File: src/rtl/psum_acc_ctrl_pkg.sv
// rtl/psum_acc_ctrl_pkg.sv - shared types and widths for the partial-sum accumulator
package psum_acc_ctrl_pkg;

    localparam int PROD_N = 8;
    localparam int PROD_W = 8;
    // Eight signed 8-bit products need 3 extra bits of headroom.
    localparam int PSUM_W = 11;

    typedef enum logic [1:0] {
        ST_IDLE  = 2'd0,
        ST_RUN   = 2'd1,
        ST_FLUSH = 2'd2,
        ST_DONE  = 2'd3
    } state_t;

    // Accumulator grows by LEN_W bits so 2**LEN_W-1 worst-case beats cannot wrap.
    function automatic int acc_width(input int len_w);
        return PSUM_W + len_w;
    endfunction

endpackage

File: src/rtl/psum_acc_ctrl_psum.sv
// rtl/psum_acc_ctrl_psum.sv - combinational signed adder tree over eight 8-bit products
import psum_acc_ctrl_pkg::*;

module psum_acc_ctrl_psum (
    input  logic [PROD_N*PROD_W-1:0] products_i,
    output logic signed [PSUM_W-1:0] sum_o
);

    // Sign-extend every product to the full tree width before summing.
    always_comb begin
        sum_o = '0;
        for (int k = 0; k < PROD_N; k++) begin
            sum_o = sum_o + PSUM_W'($signed(products_i[k*PROD_W +: PROD_W]));
        end
    end

endmodule

File: src/rtl/psum_acc_ctrl.sv
// rtl/psum_acc_ctrl.sv - command-driven accumulation of reduced product beats
import psum_acc_ctrl_pkg::*;

module psum_acc_ctrl #(
    parameter int LEN_W = 8,
    parameter int ACC_W = acc_width(LEN_W)
) (
    input  logic                        clk,
    input  logic                        rst_n,
    input  logic                        cfg_valid,
    input  logic [LEN_W-1:0]            cfg_len,
    output logic                        cfg_ready,
    input  logic                        in_valid,
    input  logic [PROD_N*PROD_W-1:0]    in_products,
    output logic                        in_ready,
    output logic                        out_valid,
    output logic [ACC_W-1:0]            out_sum,
    input  logic                        out_ready,
    output logic                        busy
);

    state_t                    state_q;
    logic [LEN_W-1:0]          beats_left_q;
    logic [LEN_W-1:0]          beats_left_d;
    logic [LEN_W-1:0]          first_len;
    logic [ACC_W-1:0]          acc_q;
    logic [ACC_W-1:0]          acc_d;
    logic signed [PSUM_W-1:0]  stage_q;
    logic                      stage_vld_q;
    logic signed [PSUM_W-1:0]  tree_sum;
    logic                      beat_xfer;
    logic                      out_valid_q;
    logic [ACC_W-1:0]          out_sum_q;

    psum_acc_ctrl_psum u_psum (
        .products_i (in_products),
        .sum_o      (tree_sum)
    );

    assign cfg_ready = (state_q == ST_IDLE);
    assign busy      = (state_q != ST_IDLE);
    assign in_ready  = (state_q == ST_RUN) && (beats_left_q != '0);
    assign beat_xfer = in_valid && in_ready;
    assign out_valid = out_valid_q;
    assign out_sum   = out_sum_q;

    // Next-state arithmetic: pipelined accumulate of the stage value and beat countdown.
    always_comb begin
        acc_d        = acc_q;
        beats_left_d = beats_left_q - LEN_W'(1);
        first_len    = (cfg_len == '0) ? LEN_W'(1) : cfg_len;
        if (stage_vld_q) begin
            acc_d = acc_q + {{(ACC_W-PSUM_W){stage_q[PSUM_W-1]}}, stage_q};
        end
    end

    // Controller FSM with datapath registers and registered result outputs.
    always_ff @(posedge clk) begin
        if (!rst_n) begin
            state_q      <= ST_IDLE;
            beats_left_q <= '0;
            acc_q        <= '0;
            stage_q      <= '0;
            stage_vld_q  <= 1'b0;
            out_valid_q  <= 1'b0;
            out_sum_q    <= '0;
        end else begin
            stage_vld_q <= beat_xfer;
            acc_q       <= acc_d;
            if (beat_xfer) begin
                stage_q      <= tree_sum;
                beats_left_q <= beats_left_d;
            end
            case (state_q)
                ST_IDLE: begin
                    if (cfg_valid) begin
                        beats_left_q <= first_len;
                        acc_q        <= '0;
                        stage_q      <= '0;
                        stage_vld_q  <= 1'b0;
                        state_q      <= ST_RUN;
                    end
                end
                ST_RUN: begin
                    if (beat_xfer && (beats_left_q == LEN_W'(1))) begin
                        state_q <= ST_FLUSH;
                    end
                end
                ST_FLUSH: begin
                    // Stage empty here means the last beat is already in acc_q.
                    if (!stage_vld_q) begin
                        state_q <= ST_DONE;
                    end
                end
                ST_DONE: begin
                    if (!out_valid_q) begin
                        out_valid_q <= 1'b1;
                        out_sum_q   <= acc_q;
                    end else if (out_ready) begin
                        out_valid_q <= 1'b0;
                        state_q     <= ST_IDLE;
                    end
                end
                default: state_q <= ST_IDLE;
            endcase
        end
    end

endmodule

File: config.mk
export PLATFORM = sky130hd
export DESIGN_NAME = psum_acc_ctrl
export DESIGN_NICKNAME = d
export VERILOG_FILES = /design/src/rtl/psum_acc_ctrl_pkg.sv /design/src/rtl/psum_acc_ctrl_psum.sv /design/src/rtl/psum_acc_ctrl.sv
export SDC_FILE = /design/constraint.sdc
export NUM_CORES = 1
export LEC_CHECK = 0
export CORE_MARGIN = 3
export CORE_UTILIZATION = 30
export CTS_BUF_LIST = sky130_fd_sc_hd__clkbuf_16
export DETAILED_ROUTE_END_ITERATION = 8
export GPL_TIMING_DRIVEN = 1
export PLACE_DENSITY_LB_ADDON = 0.2
export SYNTH_ARGS = -nofsm -noshare
export SYNTH_HDL_FRONTEND = slang
export SYNTH_SLANG_ARGS = --single-unit
File: constraint.sdc
create_clock -name clk -period 6.6 [get_ports clk]
set_clock_uncertainty 0.1 [all_clocks]
set_input_delay 0.99 -clock clk [delete_from_list [all_inputs] [get_ports clk]]
set_output_delay 0.99 -clock clk [all_outputs]
set_load 0.02 [all_outputs]
==> summary.txt, run 1 <==
reg-to-reg startpoint -> acc_q[0]
worst vdd ir -> 0.195 mV
RSZ-0062 raised after global routing -> false
HP Class -> flop to flop
CORE AREA -> 0.0162 sq mm
DR DRC count -> 0
number of synthesized flops with an enable pin -> 0
post-synthesis instance total -> 574
final core utilization -> 0.402
Die X -> 136 um
Crit Path Max Fanout -> 3
pwr/cell area -> 329 mW/mm^2
H-Tree Depth -> 3
largest net degree at the start of global routing -> 35
final-layout fill cell count -> 1626
TNS Setup -> 0 ps
CP Class -> input pin to flop
Total Die Area -> 0.0184 sq mm
setup repair bufs after CTS -> 0
first-pass GRT wire length -> 18.2 mm
Pre-antenna DRT Iters -> 4
Initial Utilization -> 0.312
Die Height -> 136 um
register clock-pin slew on the reported worst setup and hold paths -> 50 ps
Distinct cells, synth -> 55
synth warn -> 0
Hold Crit Depth -> 2
vias in the first global route -> 4090
worst skew pair latency -> 320 ps
Rows -> 46
1st-iter DRT viols -> 186
post-route minimum period -> 6160 ps
worst reg2reg path endpoint -> acc_q[16]
hold path startpoint -> stage_q[5]
Max Freq -> 162 MHz
post-synthesis cell area -> 0.00504 sq mm
Final setup viols -> 0
area taken by multi-input logic gates -> 0.00346 sq mm
Synth Flop Type -> dfxtp_1
overall routed net length -> 10.7 mm
Gates resized, CTS repair -> 0
grt total ovfl -> 0
nets -> 831
register area -> 0.00122 sq mm
vias per cell -> 4.56
Crit. End Element -> flop
clock sink count -> 61
Worst Slack Setup Final -> 441 ps
Buffers on Ports -> 99
share of post-route cells with drive strength above 1 -> 0.0373
initial antenna violation count -> 0
synthesized area per cell -> 8.78 sq um
CTS tree -> yes
Slew Viols, Final -> 0
total power -> 2.14 mW
CP Data Arrival Time -> 6230 ps
Hold Vio Cnt, Final -> 0
via count -> 4038
worst reg-to-reg setup slack -> 3890 ps
worst slew pin tran -> 991 ps
FFs w/ async S/R, synth -> 0
Mapped Nets -> 740
CTS Hold Buffers Added -> 0
antenna cells -> 0
Startpoint Class -> input pin
fin crit share -> 0.933
pre-CTS setup slack -> 42.3 ps
Leakage -> 2.72 nW
#FFs+latches synth -> 61
Root Buffer -> clkbuf_16
CP required -> 6670 ps
I/O pin count -> 100
Rel. slew slack -> 0.337
Worst R2R Path Depth -> 9
clock buffer count from CTS -> 9
antenna-violating nets left -> 0
Hold WS -> 359 ps
Global Route Usage Sum -> 0.120
Clock Tree Buf Depth -> 2
per-cell routed wire length -> 12.0 um
hold endpoint -> stage_q[5]
gpl congestion -> 0.852
hpwl dp -> 8.80 mm
part of the Yosys area used for sequential elements -> 0.242
status -> finished clean
Layout area overhead -> 28.9%
maxcap violations -> 0
-- placed cells by master (no fill, tap or decap), types with 3 or more instances in the layout --
cell | synthesis | final
a211oi_1 | 6 | 6
nand2_1 | 84 | 84
nor3_1 | 7 | 7
ha_1 | 42 | 42
dfxtp_1 | 61 | 61
o21ai_0 | 26 | 26
xor2_1 | 11 | 11
buf_4 | 1 | 3
nor2b_1 | 4 | 4
a21boi_0 | 21 | 21
nor2_1 | 29 | 29
clkbuf_16 | 0 | 9
clkdlybuf4s50_1 | 0 | 99
o31ai_1 | 3 | 3
o211ai_1 | 4 | 4
mux2i_1 | 12 | 12
nand4_1 | 3 | 3
xnor2_1 | 26 | 26
nor3b_1 | 3 | 3
a21o_1 | 14 | 14
fa_1 | 47 | 47
inv_1 | 66 | 68
a21oi_1 | 35 | 35
or3_1 | 3 | 3
nand2b_1 | 3 | 3
nand3_1 | 11 | 11
-- metrics by stage --
step | cells | area [sq um]
2_1_floorplan | 574 | 5040
3_3_place_gp | 870 | 6220
3_5_place_dp | 870 | 6220
4_1_cts | 886 | 6500
5_1_grt | 886 | 6500
6_report | 886 | 6500
-- critical path: stages --
cell	delay, ps
clkdlybuf4s50_1	460
inv_1	50
fa_1	520
inv_1	40
ha_1	200
inv_1	70
fa_1	200
nor2b_1	50
o21ai_0	150
nand2b_1	110
a21o_1	190
a21o_1	190
a2111oi_0	450
a21oi_1	100
fa_1	520
fa_1	470
fa_1	550
inv_1	40
ha_1	220
nor4_1	280
nor3_1	110
xnor2_1	170
a21oi_1	80
-- power by group --
part	total (mW)	switching [mW]	internal (mW)
Clock	0.445	0.159	0.286
Sequential	0.441	0.0354	0.405
Combinational	1.25	0.658	0.595
-- cells by family after synthesis --
group	synth area share
compound gates	0.163
xor+xnor	0.0643
fa+ha+maj	0.291
buf+inv	0.0707
flops	0.242
mux	0.0238
simple gates	0.145
-- sequential cells by signal, indices dropped and copies added, names as in the netlist --
register      count
acc_q            19
state_q           2
stage_vld_q       1
stage_q          11
beats_left_q      8
out_valid         1
out_sum          19
-- cells in the mapped netlist (4+ instances only) --
cell | instances | area (sq um)
nor2_1 | 29 | 109
nor3_1 | 7 | 35.0
inv_1 | 66 | 248
xor2_1 | 11 | 96.3
a21o_1 | 14 | 105
o211ai_1 | 4 | 30.0
clkbuf_1 | 14 | 52.6
nor2b_1 | 4 | 25.0
a211oi_1 | 6 | 45.0
a21oi_1 | 35 | 175
o21ai_0 | 26 | 130
nand3_1 | 11 | 55.1
mux2i_1 | 12 | 120
a21boi_0 | 21 | 158
nand2_1 | 84 | 315
ha_1 | 42 | 526
xnor2_1 | 26 | 228
fa_1 | 47 | 941
dfxtp_1 | 61 | 1220
-- cell type report --
cell class                 instances  area share
sequential                        61       0.188
timing repair buffer             102       0.156
multi-input combinational        425       0.533
inverter                          66      0.0381
clock buffer                       9      0.0346
tap                              216      0.0416
clock inverter                     7     0.00905
-- worst max path at each step --
stage,start,to,slack (ps),depth (start not counted)
6_report,in_products[1],stage_q[10],440,23
5_1_grt,in_products[1],stage_q[10],140,24
4_1_cts,in_products[1],stage_q[10],410,23
3_5_place_dp,in_products[1],stage_q[10],40,23
3_3_place_gp,in_products[1],stage_q[10],230,23
2_1_floorplan,in_products[1],stage_q[10],960,22
-- layer usage --
| layer | share of wire | wire [um] | vias up | track usage |
|---|---|---|---|---|
| li1 | - | - | 2100 | - |
| met1 | 0.47 | 4960 | 1831 | 0.154 |
| met4 | 0.0069 | 73 | 0 | 0.0375 |
| met5 | 0 | 0 | - | 0 |
| met3 | 0.061 | 650 | 4 | 0.0290 |
| met2 | 0.47 | 4960 | 103 | 0.200 |
(Power assumes the default switching activity.)
==> inputs of run 2 (changes only) <==
SETUP_SLACK_MARGIN = 0.05   (was not set)
==> results of run 2 <==
The final DEF is identical to that of run 1; final timing and power are the same.
